<file path="config.mk">
export PLATFORM = sky130hd
export DESIGN_NAME = conv_layer_sequencer
export DESIGN_NICKNAME = d
export VERILOG_FILES = /design/src/rtl/conv_pkg.sv /design/src/rtl/conv_seq_addr_gen.sv /design/src/rtl/conv_layer_sequencer.sv
export SDC_FILE = /design/constraint.sdc
export NUM_CORES = 1
export LEC_CHECK = 0
export ABC_AREA = 0
export CAP_MARGIN = 20
export CORE_UTILIZATION = 45
export DETAILED_ROUTE_END_ITERATION = 16
export PLACE_DENSITY = 0.69
export SLEW_MARGIN = 20
export SYNTH_ARGS = -nofsm -noshare
export SYNTH_HDL_FRONTEND = slang
export SYNTH_SLANG_ARGS = --single-unit
</file>
<file path="constraint.sdc">
create_clock -name clk -period 4.9 [get_ports clk]
set_clock_uncertainty 0.05 [all_clocks]
set_input_delay 0.98 -clock clk [delete_from_list [all_inputs] [get_ports clk]]
set_output_delay 0.98 -clock clk [all_outputs]
set_load 0.01 [all_outputs]
</file>
<file path="src/rtl/conv_pkg.sv">
// Shared FSM state type and elaboration-time sizing helpers for the
// convolution layer sequencer.
package conv_pkg;

    typedef enum logic [2:0] {IDLE, MAC, DRAIN, OUT, FIN} seq_state_e;

    // Bits needed to index n entries, never narrower than one bit.
    function automatic int logb2(input int n);
        int r;
        r = 0;
        while ((1 << r) < n) r = r + 1;
        return (r < 1) ? 1 : r;
    endfunction

    function automatic int array_size(input int image_size, input int kernel_size, input int stride);
        return (image_size - kernel_size) / stride + 1;
    endfunction

endpackage

</file>
<file path="src/rtl/conv_seq_addr_gen.sv">
// Row-start pixel address and weight index for one MAC step, computed at
// 32-bit width from the loop indices and captured into output registers.
module conv_seq_addr_gen #(
    parameter int KERNEL_SIZE       = 3,
    parameter int IMAGE_SIZE        = 8,
    parameter int STRIDE            = 1,
    parameter int IN_CHANNEL        = 2,
    parameter int IMG_BASE          = 1,
    parameter int IDX_W             = 2,
    parameter int ROW_W             = 3,
    parameter int CH_W              = 1,
    parameter int K_W               = 2,
    parameter int EXT_ADDR_WIDTH    = 8,
    parameter int WEIGHT_ADDR_WIDTH = 7
) (
    input  logic                         clk,
    input  logic                         rst_n,
    input  logic                         load,
    input  logic [IDX_W-1:0]             idx,
    input  logic [ROW_W-1:0]             row,
    input  logic [CH_W-1:0]              ch,
    input  logic [K_W-1:0]               kr,
    input  logic [K_W-1:0]               kc,
    output logic [EXT_ADDR_WIDTH-1:0]    ext_rom_addr,
    output logic [WEIGHT_ADDR_WIDTH-1:0] weight_addr
);

    // Outputs hold between loads, so they keep the last MAC step's value.
    always_ff @(posedge clk or negedge rst_n) begin
        if (!rst_n) begin
            ext_rom_addr <= '0;
            weight_addr  <= '0;
        end else if (load) begin
            ext_rom_addr <= EXT_ADDR_WIDTH'(32'(IMG_BASE)
                          + 32'(ch) * 32'(IMAGE_SIZE * IMAGE_SIZE)
                          + (32'(row) * 32'(STRIDE) + 32'(kr)) * 32'(IMAGE_SIZE)
                          + 32'(kc));
            weight_addr  <= WEIGHT_ADDR_WIDTH'(((32'(idx) * 32'(IN_CHANNEL) + 32'(ch))
                          * 32'(KERNEL_SIZE) + 32'(kr)) * 32'(KERNEL_SIZE) + 32'(kc));
        end
    end

endmodule

</file>
<file path="src/rtl/conv_layer_sequencer.sv">
// Convolution layer control sequencer: walks idx/row/ch/kr/kc, drains the MAC
// pipeline and hands each feature row downstream with valid/ready.
// Optional CONV_SEQ_PERF_CNT_EN adds stall_cycles / layer_cycles counters.
module conv_layer_sequencer import conv_pkg::*; #(
    parameter int KERNEL_SIZE      = 3,
    parameter int IMAGE_SIZE       = 8,
    parameter int STRIDE           = 1,
    parameter int IN_CHANNEL       = 2,
    parameter int TOTAL_WEIGHT     = 4,
    parameter int MAC_LATENCY      = 4,
    parameter int IMG_BASE         = 1,
    parameter int WEIGHT_ROM_DEPTH = 128,
    localparam int ARRAY_SIZE        = array_size(IMAGE_SIZE, KERNEL_SIZE, STRIDE),
    localparam int EXT_ADDR_WIDTH    = logb2(IMG_BASE + IN_CHANNEL * IMAGE_SIZE * IMAGE_SIZE),
    localparam int WEIGHT_ADDR_WIDTH = logb2(WEIGHT_ROM_DEPTH),
    localparam int IDX_W             = logb2(TOTAL_WEIGHT),
    localparam int ROW_W             = logb2(ARRAY_SIZE)
) (
    input  logic                         clk,
    input  logic                         rst_n,
    input  logic                         enable,
    input  logic                         ready,
    output logic [EXT_ADDR_WIDTH-1:0]    ext_rom_addr,
    output logic [WEIGHT_ADDR_WIDTH-1:0] weight_addr,
    output logic                         mac_en,
    output logic                         array_clear,
    output logic                         valid,
    output logic [IDX_W-1:0]             feature_idx,
    output logic [ROW_W-1:0]             feature_row,
    output logic                         busy,
    output logic                         image_calc_fin
`ifdef CONV_SEQ_PERF_CNT_EN
    ,
    output logic [31:0]                  stall_cycles,
    output logic [31:0]                  layer_cycles
`endif
);

    localparam int CH_W = logb2(IN_CHANNEL);
    localparam int K_W  = logb2(KERNEL_SIZE);
    localparam int DR_W = logb2(MAC_LATENCY + 1);

    if (TOTAL_WEIGHT * IN_CHANNEL * KERNEL_SIZE * KERNEL_SIZE > WEIGHT_ROM_DEPTH) begin : g_bad_wrom
        $error("conv_layer_sequencer: weight range exceeds WEIGHT_ROM_DEPTH");
    end
    if ((IMAGE_SIZE - KERNEL_SIZE) % STRIDE != 0) begin : g_bad_stride
        $error("conv_layer_sequencer: (IMAGE_SIZE-KERNEL_SIZE) not a multiple of STRIDE");
    end

    seq_state_e        state, state_nxt;
    logic [K_W-1:0]    kc, kr, kc_nxt, kr_nxt;
    logic [CH_W-1:0]   ch, ch_nxt;
    logic [ROW_W-1:0]  row, row_nxt;
    logic [IDX_W-1:0]  idx, idx_nxt;
    logic [DR_W-1:0]   drain_cnt, drain_nxt;
    logic              kc_last, kr_last, ch_last, mac_last, row_last, idx_last, drain_done;
    logic              accept, addr_load;

    assign kc_last    = (kc == K_W'(KERNEL_SIZE - 1));
    assign kr_last    = (kr == K_W'(KERNEL_SIZE - 1));
    assign ch_last    = (ch == CH_W'(IN_CHANNEL - 1));
    assign mac_last   = kc_last && kr_last && ch_last;
    assign row_last   = (row == ROW_W'(ARRAY_SIZE - 1));
    assign idx_last   = (idx == IDX_W'(TOTAL_WEIGHT - 1));
    assign drain_done = (drain_cnt == DR_W'(MAC_LATENCY > 0 ? MAC_LATENCY - 1 : 0));
    assign accept     = (state == OUT) && ready;

    always_ff @(posedge clk or negedge rst_n) begin
        if (!rst_n) state <= IDLE;
        else        state <= state_nxt;
    end

    always_comb begin
        state_nxt = state;
        unique case (state)
            IDLE:    if (enable)     state_nxt = MAC;
            MAC:     if (mac_last)   state_nxt = (MAC_LATENCY == 0) ? OUT : DRAIN;
            DRAIN:   if (drain_done) state_nxt = OUT;
            OUT:     if (ready)      state_nxt = (row_last && idx_last) ? FIN : MAC;
            FIN:                     state_nxt = IDLE;
            default:                 state_nxt = IDLE;
        endcase
    end

    always_comb begin
        mac_en         = 1'b0;
        array_clear    = 1'b0;
        valid          = 1'b0;
        image_calc_fin = 1'b0;
        busy           = 1'b1;
        unique case (state)
            IDLE:    begin busy = 1'b0; array_clear = enable; end
            MAC:     mac_en = 1'b1;
            OUT:     begin valid = 1'b1; array_clear = ready; end
            FIN:     image_calc_fin = 1'b1;
            default: ;
        endcase
    end

    // Loop nest kc -> kr -> ch wraps to zero by itself on the last MAC step.
    always_comb begin
        kc_nxt    = kc;
        kr_nxt    = kr;
        ch_nxt    = ch;
        row_nxt   = row;
        idx_nxt   = idx;
        drain_nxt = (state == DRAIN) ? drain_cnt + DR_W'(1) : '0;
        if (state == MAC) begin
            kc_nxt = kc_last ? '0 : kc + K_W'(1);
            if (kc_last) begin
                kr_nxt = kr_last ? '0 : kr + K_W'(1);
                if (kr_last) ch_nxt = ch_last ? '0 : ch + CH_W'(1);
            end
        end
        if (accept) begin
            row_nxt = row_last ? '0 : row + ROW_W'(1);
            if (row_last) idx_nxt = idx_last ? '0 : idx + IDX_W'(1);
        end
    end

    always_ff @(posedge clk or negedge rst_n) begin
        if (!rst_n) begin
            kc <= '0; kr <= '0; ch <= '0; row <= '0; idx <= '0; drain_cnt <= '0;
        end else begin
            kc <= kc_nxt; kr <= kr_nxt; ch <= ch_nxt;
            row <= row_nxt; idx <= idx_nxt; drain_cnt <= drain_nxt;
        end
    end

    assign feature_idx = idx;
    assign feature_row = row;

    // Address registers load the upcoming step's indices so they line up with mac_en.
    assign addr_load = (state_nxt == MAC);

    conv_seq_addr_gen #(
        .KERNEL_SIZE(KERNEL_SIZE), .IMAGE_SIZE(IMAGE_SIZE), .STRIDE(STRIDE),
        .IN_CHANNEL(IN_CHANNEL), .IMG_BASE(IMG_BASE),
        .IDX_W(IDX_W), .ROW_W(ROW_W), .CH_W(CH_W), .K_W(K_W),
        .EXT_ADDR_WIDTH(EXT_ADDR_WIDTH), .WEIGHT_ADDR_WIDTH(WEIGHT_ADDR_WIDTH)
    ) u_addr_gen (
        .clk(clk), .rst_n(rst_n), .load(addr_load),
        .idx(idx_nxt), .row(row_nxt), .ch(ch_nxt), .kr(kr_nxt), .kc(kc_nxt),
        .ext_rom_addr(ext_rom_addr), .weight_addr(weight_addr)
    );

`ifdef CONV_SEQ_PERF_CNT_EN
    always_ff @(posedge clk or negedge rst_n) begin
        if (!rst_n) begin
            stall_cycles <= '0;
            layer_cycles <= '0;
        end else if (state == IDLE) begin
            if (enable) begin
                stall_cycles <= '0;
                layer_cycles <= '0;
            end
        end else begin
            layer_cycles <= layer_cycles + 32'd1;
            if (state == OUT && !ready) stall_cycles <= stall_cycles + 32'd1;
        end
    end
`endif

endmodule
</file>
* Word level (Yosys, flattened, before mapping) *
Cells that the tools add are included.

storage, ports and cells
  memory bits (writable) = 0
  logic and storage cells = 65
  memories kept = 0
  output and inout bits = 25
  input bits = 4
  bits in read-only memories = 0
  flip-flop bits (word level) = 31
  bits in latches = 0

cells by class
  shifts and indexed selects = 0
  multipliers = 2
  divide/modulo/power cells = 0
  equality and inequality tests = 10
  order comparisons = 0
  $add $sub $neg = 13
  bitwise operators = 0
  multiplexer cells = 26
  reduce and logical (&&, ||, !) cells = 5

operators by type and width
  operator               number
  $add 32x2->32          1
  $mul 32x2->32 const B  1
  $mul 32x2->7 const B   1
  $mux 3                 8
  $mux 2                 8
  $pmux 3 s4             1
  $eq 3x2->1 const B     3
  $add 1x7->8 const A    1
  $add 8x2->8            1
  $add 8x8->8            1
  $mux 1                 8
  $add 7x2->7            1
  $add 2x1->2 const B    3
  $add 3x1->3 const B    2
  $eq 2x2->1 const B     3
  $eq 3x1->1 const B     2
  $eq 3x3->1 const B     2
  $add 3x1->4            1
  $add 3x2->4            1
  $logic_and 1x1->1      4
  $logic_not 3->1        1
  $pmux 1 s2             1
  $add 1x1->1 const B    1

* Depth between registers and ports, before layout *
Gate-level depths: netlist (run 1).

  depth after elaboration = 10
  mapped depth = 21
  mapped depth without buffers = 20

* By module *
Synthesis (run 1) repeated with hierarchy kept, for this count alone.

second synthesis, totals
  cells, all modules = 174
  area total of the unflattened synthesis = 1913.1 µm²

modules (own cells, without submodules)
  module                times used  area an instance (µm²)  seq. area each (µm²)  cells an instance
  conv_seq_addr_gen     1           1103.6                  375.4                 97
  conv_layer_sequencer  1           809.5                   400.4                 77

* Least setup slack after synthesis (run 1) *
Ideal clock, no wire load.

  kind = input port to flip-flop
  start = in ready
  end = reg u_addr_gen.weight_addr[5]
  path buffers = 0
  cell stages on the path = 12
  path slack = 0.307 ns
  data arrival time = 4.418 ns
  required time = 4.725 ns
  library setup time = 0.125 ns
  cells stage by stage = and4b_4 > and4b_1 > mux2_2 > fa_1 > ha_1 > fa_1 > ha_1 > fa_1 > a21o_1 > a21oi_1 > xnor2_1 > mux2_4

on the way
  longest elaborated chain between the ends = 7
  elaborated cells between the ends (all ways) = 10
  classes of those cells = add/sub: 3; mul: 2; eq/ne: 1; mux: 3; reduce/logical: 1

RTL lines
  element               RTL line                     RTL
  start, declared       conv_layer_sequencer.sv:22   input logic ready,
  $logic_and 1x1->1     conv_layer_sequencer.sv:66   assign accept = (state == OUT) && ready;
  $mux 2                conv_layer_sequencer.sv:115  if (accept) begin
  named net idx_nxt[0]  conv_layer_sequencer.sv:54   logic [IDX_W-1:0] idx, idx_nxt;
  $add 3x1->4           conv_seq_addr_gen.sv:38      weight_addr <= WEIGHT_ADDR_WIDTH'(((32'(idx) * 32'(IN_CHANNEL) + 32'(ch))
  $mul 32x2->32         conv_seq_addr_gen.sv:39      * 32'(KERNEL_SIZE) + 32'(kr)) * 32'(KERNEL_SIZE) + 32'(kc));
  $add 32x2->32         conv_seq_addr_gen.sv:39
  $mul 32x2->7          conv_seq_addr_gen.sv:39
  $add 7x2->7           conv_seq_addr_gen.sv:39
  end signal, assigned  conv_seq_addr_gen.sv:38
  end, declared         conv_seq_addr_gen.sv:25      output logic [WEIGHT_ADDR_WIDTH-1:0] weight_addr

The timed path passes the listed nets, and every way through them passes these cells.
A chain may end at the register's enable or synchronous reset.

* Final worst setup path (run 1) *
Ends and elaborated chain as after synthesis.

==> summary by stage, run 1 <==
Placed design
At the end of routability-driven placement, the weighted congestion stood at 0.715. Prior to clock tree synthesis, the placed netlist has a worst setup slack of -0.296 ns. The count of input and output buffers is 28. The detailed placer's ending HPWL is 2510 um.

Die
The chip width is 66.5 um. The cell row count is 23. The I/O pin total is 29.

The vertical die dimension is 66.5 um. The floorplan die area is 4420 um2. The area of the core region is 4000 um2. The initial standard-cell utilization of the core is 46.8%.

Clock tree
The root buffer cell chosen for the clock tree is sky130_fd_sc_hd__clkbuf_8. Hold repair after CTS inserted 0 buffers. CTS built an H-tree with a depth of 2.

The deepest clock path buffer count is 2. The post-CTS setup repair buffer count is 0. The clock slew seen by the registers of the worst setup and hold paths is 0.06 ns.

At the later pin of the worst-skew pair, clock insertion delay measures 0.28 ns. Clock tree synthesis inserted a total of 5 buffers. The total number of clock tree sinks is 31.

The clock tree from TritonCTS is built.

Worst setup path
For this run, the slowest stage of the critical path takes 0.61 ns. The endpoint identified for the worst register-to-register timing path is u_addr_gen.weight_addr[5]$_DFFE_PN0N_. The endpoint kind of the worst setup timing path is a register. The data arrival time of the worst path is 4.91 ns. The worst endpoint required time is 5.01 ns. Along the worst path, the maximum fanout reaches 3.

The register-to-register setup slack is 0.54 ns. The number of buffers and inverters on the critical path is 1. The slowest stage cell on the critical path is sky130_fd_sc_hd__fa_1.

The cell depth of the worst flop-to-flop path is 16. STA classifies the critical path startpoint as a primary input. The beginning of the critical path is ready. The worst setup path is of the in2reg kind. In this design, the largest share of critical-path delay is due to adder cells. The critical path goes through clkdlybuf4s50_1 -> and4b_4 -> and4b_2 -> mux2_4 -> fa_1 -> ha_4 -> fa_2 -> ha_1 -> ha_1 -> a21o_1 -> a21oi_2 -> xnor2_1 -> mux2_4.

The launching point of the worst reg2reg path is state[0]$_DFF_PN0_.

Routing
Dividing the detail-routed via count by the number of cells gives 4.97. After detailed routing, the average wire length per cell comes to 14.1 um. The initial detailed-routing violation count is 22. The detail route stage leaves a number of antenna-violating nets equal to 0.

The via count is 1212. The final wirelength is 3430 um. The count of unresolved DRC violations after routing is 0. The number of detailed-route iterations in the first pass is 3.

Finish
The fraction of layout cells with a size suffix above 1 is 25.8%. From synthesis to final layout, the design area changed by 28.2%. After the last flow step, the layout net total stands at 224. The count of filler cells inserted in the layout is 323. Cells fill 60.0% of the core in the end. The number of diodes added for antenna fixing is 0.

Hold path
The path class of the tightest hold or removal check is reg2reg. The end point of the most critical hold path is drain_cnt[0]$_DFF_PN0_. Counting instances, the worst hold path has a depth of 1. The startpoint of the tightest hold check path is drain_cnt[0]$_DFF_PN0_.

Synthesis
The synthesized design contains 0 enable-type register cells. In the post-synthesis netlist, the biggest area contributors are sky130_fd_sc_hd__dfrtp_1 41%, sky130_fd_sc_hd__ha_1 14%, sky130_fd_sc_hd__mux2_4 7.2%. The number of nets in the synthesized netlist is 182. The number of flip-flops and latches in the synthesized netlist is 31. The share of the Yosys chip area taken by registers is 41.4%. The leading register cell type out of synthesis is sky130_fd_sc_hd__dfrtp_1.

The cell type contributing the most total cell area after synthesis is sky130_fd_sc_hd__dfrtp_1. After synthesis the cells add up to 1870 um2. The average instance in the mapped netlist occupies 12.3 um2. In this run, distinct cell masters in the synthesized netlist total 35. The cell count after synthesis is 152. Yosys printed 0 warnings.

For this run, asynchronously set or reset flops after synthesis account for 100%. The share of the synthesized area in the top cell type is 41.4%.

Timing
The transition at the pin with the smallest max-transition slack is 1.07 ns. The total count of max-transition violations in the final report came to 0. The portion of the clock cycle consumed by the worst path in the final layout is 97.8%. The setup TNS after final layout is 0 ns. The worst-case hold slack is 0.394 ns.

Across all setup checks in the final design, the least slack found is 0.108 ns. Derived from the worst setup path, the maximum achievable clock frequency is 0.209 GHz. The final number of hold-violating endpoints is 0.

Setup violations remaining at the end of the flow were counted as 0. Measured against its own limit, the worst slew margin works out to 28.7%. The worst path in the final design needs a cycle of 4.79 ns, including I/O delays and setup.

Power and ir drop
The maximum resistive drop on vdd is 0.582 mV. The switching power share of the total is 35.8%. The total power density per cell area is 698 nW/um2. Registers are responsible for 24.3% of the overall power. Summed over all nets, the switching power comes to 599 uW.

The fraction of power consumed by the clock network is 11.9%. The total power draw is 1680 uW. The cell leakage power is 0.00120 uW. Cell internal power was estimated by the tool at 1080 uW. In this run, the combinational gates consume 63.8% of the power.

Global routing
The first global-routing pass estimated 5770 um of wire. The total global routing overflow is 0. The via count of the first global-routing pass is 1298. Global routing used 18.0% of the available tracks across all layers. The maximum number of pins on one net before global-route repair is 32.

The number of antenna violations at the first check in global routing is 0.

Outcome
The run finished with clean final reports.

Run
Max-cap violations in this run came to 0.
## repair_timing
item,CTS,global route
pin swaps,0,2
setup endpoints to repair,2,3
gates resized for setup,2,10
## metrics by stage
stage	cell area [um2]	std cells
2_1_floorplan	1870	152
3_3_place_gp	2250	237
3_5_place_dp	2250	237
4_1_cts	2350	244
5_1_grt	2400	244
6_report	2400	244
## state kept, by name (all words and copies together) (netlist names), 2 cells and up
signal,count
state,3
kc,2
u_addr_gen.weight_addr,7
drain_cnt,3
u_addr_gen.ext_rom_addr,8
kr,2
feature_row,3
feature_idx,2
## power groups by stage
stage	Clock (uW)	Combinational, uW	Sequential [uW]
after detailed placement	0	1000	412
after global routing	218	1200	422
after CTS	208	1030	407
after global placement	0	971	407
final	199	1070	408
after floorplan	0	681	424
## metal layers
metal	part of all wire, %	up-vias	global-route usage, %
li1	-	606	-
met1	43	579	21.1
met2	51	18	29.7
met3	2.5	9	5.31
met4	3.2	0	9.31
met5	0	-	0
## synth_stat cells (2+ instances only)
cell type                  count
sky130_fd_sc_hd__nor2b_1       2
sky130_fd_sc_hd__a21oi_1       4
sky130_fd_sc_hd__inv_2         2
sky130_fd_sc_hd__xor2_1        5
sky130_fd_sc_hd__fa_1          5
sky130_fd_sc_hd__nand2_1      11
sky130_fd_sc_hd__nand2b_1      4
sky130_fd_sc_hd__o21ai_0       4
sky130_fd_sc_hd__ha_1         21
sky130_fd_sc_hd__inv_1         7
sky130_fd_sc_hd__nor2_1        7
sky130_fd_sc_hd__nor3_1        4
sky130_fd_sc_hd__a21o_1        7
sky130_fd_sc_hd__dfrtp_1      31
sky130_fd_sc_hd__mux2_4        9
sky130_fd_sc_hd__mux2_2        9
sky130_fd_sc_hd__xnor2_1       2
## worst max-delay path by stage
stage | end | cells after the start
2_1_floorplan | u_addr_gen.weight_addr[5]$_DFFE_PN0N_ | 12
3_3_place_gp | u_addr_gen.weight_addr[5]$_DFFE_PN0N_ | 13
3_5_place_dp | u_addr_gen.weight_addr[5]$_DFFE_PN0N_ | 13
4_1_cts | u_addr_gen.weight_addr[5]$_DFFE_PN0N_ | 13
5_1_grt | u_addr_gen.weight_addr[6]$_DFFE_PN0N_ | 14
6_report | u_addr_gen.weight_addr[5]$_DFFE_PN0N_ | 13
## cell type report
cell class / instances / area [um2] / share of cell area (%)
timing repair buffer: 37 / 348 / 14.5
clock inverter: 1 / 5.00 / 0.209
sequential: 31 / 776 / 32.3
inverter: 9 / 33.8 / 1.41
multi-input combinational: 110 / 1090 / 45.5
clock buffer: 6 / 82.6 / 3.44
tap: 50 / 62.6 / 2.61
## kinds of logic (layout without fill, tap and decap cells)
group           Yosys count  count (layout)  synth area share (%)
simple gates             39              39                  11.9
flops                    31              31                  41.4
fa+ha+maj                26              26                  19.4
compound gates           19              19                  7.35
mux                      19              19                  13.2
buf+inv                  11              53                  3.48
xor+xnor                  7               7                  3.28
## cell usage in the layout (no fill, tap or decap), types with 4 or more instances in the layout
| cell type | synthesis | final |
|---|---|---|
| sky130_fd_sc_hd__dfrtp_1 | 31 | 31 |
| sky130_fd_sc_hd__clkdlybuf4s50_1 | 0 | 28 |
| sky130_fd_sc_hd__ha_1 | 21 | 17 |
| sky130_fd_sc_hd__nand2_1 | 11 | 11 |
| sky130_fd_sc_hd__mux2_4 | 9 | 10 |
| sky130_fd_sc_hd__buf_4 | 0 | 9 |
| sky130_fd_sc_hd__mux2_2 | 9 | 8 |
| sky130_fd_sc_hd__nor2_1 | 7 | 7 |
| sky130_fd_sc_hd__inv_1 | 7 | 7 |
| sky130_fd_sc_hd__a21o_1 | 7 | 7 |
| sky130_fd_sc_hd__clkbuf_8 | 0 | 6 |
| sky130_fd_sc_hd__nor3_1 | 4 | 4 |
| sky130_fd_sc_hd__xor2_1 | 5 | 4 |
| sky130_fd_sc_hd__nand2b_1 | 4 | 4 |
Note: power is estimated with default switching activity, not from simulation.
==> run 2, diff against run 1 <==
Clock period 4.9 ns to 5.9 ns, I/O delays scaled along.
==> summary by stage, run 2 (same netlist as run 1, synthesis figures left out) <==
Placed design
The number of placed cells counting well taps came to 229 (was 237). The weighted congestion at the end of routability-driven global placement came to 0.727 (was 0.715). The detailed placer's ending HPWL is 2470 um (was 2510 um).

The count of input and output buffers came to 28 (unchanged).

Power and ir drop
The switching power share of the total is 36.4% (was 35.8%). The total power density per cell area is 560 nW/um2 (was 698 nW/um2). The switching power total is 462 uW (was 599 uW). The cell leakage power is 0.00116 uW (was 0.00120 uW). The share of total power in sequential cells is 26.7% (was 24.3%).

The internal cell power is 807 uW (was 1080 uW). The combinational share of power is 61.5% (was 63.8%). The total power draw is 1270 uW (was 1680 uW). The maximum resistive drop on vdd is 0.391 mV (was 0.582 mV). The fraction of power consumed by the clock network was 11.8% (was 11.9%).

Finish
The combined area of the multi-input logic cells is 1030 um2 (was 1090 um2). The area growth from synthesis to layout is 20.9% (was 28.2%). The post-route non-filler standard cell count is 235 (was 244).

Most frequent cells in the layout: 31 x sky130_fd_sc_hd__dfrtp_1, 28 x sky130_fd_sc_hd__clkdlybuf4s50_1, 21 x sky130_fd_sc_hd__ha_1 (was 31 x sky130_fd_sc_hd__dfrtp_1, 28 x sky130_fd_sc_hd__clkdlybuf4s50_1, 17 x sky130_fd_sc_hd__ha_1). Largest regs: u_addr_gen.ext_rom_addr x8, u_addr_gen.weight_addr x7 (unchanged). The area taken by flip-flops and latches is 776 um2 (unchanged).

The number of flip-flops under the largest register name was 8 (unchanged). The fraction of layout cells with a size suffix above 1 is 16.8% (was 25.8%). The number of nets in the finished design was 216 (was 224).

The count of filler cells inserted in the layout is 335 (was 323). The most common cell after layout, fill and taps aside is sky130_fd_sc_hd__dfrtp_1 (unchanged). The register with the most flip-flops is u_addr_gen.ext_rom_addr (unchanged). The number of diodes added for antenna fixing is 0 (unchanged).

Clock tree
The cell at the root of the clock tree is sky130_fd_sc_hd__clkbuf_8 (unchanged). The count of H-tree levels built during CTS is 2 (unchanged). The number of hold buffers added after cts came to 0 (unchanged). The total clock buffers created by CTS is 5 (unchanged). The deepest clock path buffer count is 2 (unchanged). The total number of clock tree sinks was 31 (unchanged).

The number of cells upsized or downsized after cts was 0 (was 2). The clock tree from TritonCTS was built (unchanged). The insertion delay to the later sink of the worst-skew pair is 0.28 ns (about the same). The post-CTS setup repair buffer count is 0 (unchanged). The clock slew seen by the registers of the worst setup and hold paths is 0.06 ns (about the same).

Global routing
The total track usage was 17.5% (was 18.0%). The total global routing overflow was 0 (unchanged). The via count of the first global-routing pass is 1236 (was 1298). The number of antenna violations at the first check in global routing is 0 (unchanged). The wire length of the first global-routing pass is 5570 um (was 5770 um). The maximum number of pins on one net before global-route repair is 32 (unchanged).

Die
The vertical die dimension is 66.5 um (unchanged). The floorplan die area is 4420 um2 (unchanged). The I/O pin total is 29 (unchanged). The chip width is 66.5 um (unchanged).

The cell row count is 23 (unchanged). The initial standard-cell utilization of the core was 46.8% (unchanged). The area of the core region is 4000 um2 (unchanged).

Timing
The worst path uses 89.7% of the clock period. The final count of negative-setup-slack endpoints was 0 (unchanged). Setup repair after global routing left no endpoint under its margin. The maximum operating frequency is 0.189 GHz. The worst-case headroom to the max-slew limit came to 30.5% (was 28.7%).

The final number of hold-violating endpoints is 0 (unchanged). The setup TNS after final layout came to 0 ns (unchanged). The transition at the pin with the smallest max-transition slack was 1.04 ns (was 1.07 ns).

The total count of max-transition violations in the final report is 0 (unchanged). The minimum clock period after layout is 5.29 ns.

Routing
The number of nets still failing antenna checks after routing is 0 (unchanged). The via count is 1179 (was 1212). The final wirelength was 3260 um (was 3430 um). The initial detailed-routing violation count is 30 (was 22). The ratio of routed vias to standard cells came to 5.02 (was 4.97).

The number of detailed-route iterations in the first pass came to 3 (unchanged). The routed length per instance is 13.9 um (was 14.1 um). The count of unresolved DRC violations after routing is 0 (unchanged).

Worst setup path
The beginning of the critical path is ready (unchanged). The launching element type of the critical path is a primary input (unchanged). The data arrival time of the worst path was 5.41 ns (was 4.91 ns). The endpoint kind of the worst setup timing path is a register (unchanged).

The cell depth of the worst flop-to-flop path is 14 (was 16). The type of the setup path with the least slack is in2reg (unchanged). The worst endpoint required time came to 6.01 ns (was 5.01 ns). The critical register-to-register path endpoint is u_addr_gen.weight_addr[5]$_DFFE_PN0N_ (unchanged). The register-to-register setup slack came to 1.21 ns (was 0.54 ns). The maximum net fanout on the critical path is 5 (was 3). The termination of the worst setup path is u_addr_gen.weight_addr[5]$_DFFE_PN0N_ (unchanged).

The launching point of the worst reg2reg path is state[0]$_DFF_PN0_ (unchanged).

Run
The number of maximum-capacitance violations is 0 (unchanged).

Hold path
The type of the worst min-delay path is reg2reg (unchanged).

Outcome
Status: finished clean (unchanged).
run 2: power by group through the flow:
stage | Combinational [uW] | Clock, uW | Sequential (uW)
finish | 781 | 149 | 338
floorplan | 566 | 0 | 352
global route | 888 | 164 | 348
detailed placement | 787 | 0 | 342
global placement | 764 | 0 | 338
CTS | 796 | 156 | 338
run 2: metal layers:
metal  track usage, %  wire, um
met5                0         0
met3             4.45        97
met2             30.7      1640
met4             7.18        70
met1             20.1      1450
run 2: area by class of cell:
type,instances,share of cell area (%)
inverters,9,1.49
multi-input cells,110,45.6
well taps,50,2.76
clock buffers,6,3.21
repair buffers,29,12.7
flip-flops and latches,31,34.3
run 2: worst min-delay path by stage:
stage | from | end | slack, ns | depth (start not counted)
2_1_floorplan | drain_cnt[0]$_DFF_PN0_ | drain_cnt[0]$_DFF_PN0_ | 0.36 | 1
3_3_place_gp | drain_cnt[0]$_DFF_PN0_ | drain_cnt[0]$_DFF_PN0_ | 0.38 | 1
3_5_place_dp | drain_cnt[0]$_DFF_PN0_ | drain_cnt[0]$_DFF_PN0_ | 0.38 | 1
4_1_cts | drain_cnt[0]$_DFF_PN0_ | drain_cnt[0]$_DFF_PN0_ | 0.39 | 1
5_1_grt | drain_cnt[0]$_DFF_PN0_ | drain_cnt[0]$_DFF_PN0_ | 0.42 | 1
6_report | drain_cnt[0]$_DFF_PN0_ | drain_cnt[0]$_DFF_PN0_ | 0.39 | 1
run 2: stage by stage:
step | hold WS [ns] | cell area (um2) | setup WS, ns | utilization, %
floorplan | 0.365 | 1870 | 1.11 | -
global route | 0.419 | 2260 | 0.307 | 56.6
CTS | 0.394 | 2260 | 0.602 | 56.6
finish | 0.391 | 2260 | 0.607 | 56.6
global placement | 0.376 | 2190 | 0.457 | 54.8
detailed placement | 0.385 | 2190 | 0.304 | 54.8
run 2: critical path, stage by stage:
cell	delay, ns
sky130_fd_sc_hd__clkdlybuf4s50_1	0.52
sky130_fd_sc_hd__and4b_4	0.30
sky130_fd_sc_hd__and4b_1	0.27
sky130_fd_sc_hd__mux2_2	0.40
sky130_fd_sc_hd__fa_1	0.47
sky130_fd_sc_hd__ha_1	0.25
sky130_fd_sc_hd__fa_1	0.49
sky130_fd_sc_hd__ha_1	0.34
sky130_fd_sc_hd__fa_1	0.47
sky130_fd_sc_hd__a21o_1	0.18
sky130_fd_sc_hd__a21oi_1	0.20
sky130_fd_sc_hd__xnor2_1	0.09
sky130_fd_sc_hd__mux2_4	0.25
==> run 3, diff against run 2 <==
Clock period 5.9 ns to 6.1 ns, I/O delays scaled along.
==> results of run 3 <==
The final DEF is identical to that of run 2. Status: finished clean.
Among the figures that moved: setup slack after placement 0.304 ns -> 0.464 ns; setup slack after layout 0.607 ns -> 0.767 ns; register-to-register setup slack 1.21 ns -> 1.41 ns; total power 1270 uW -> 1230 uW; worst IR drop on VDD 0.391 mV -> 0.378 mV
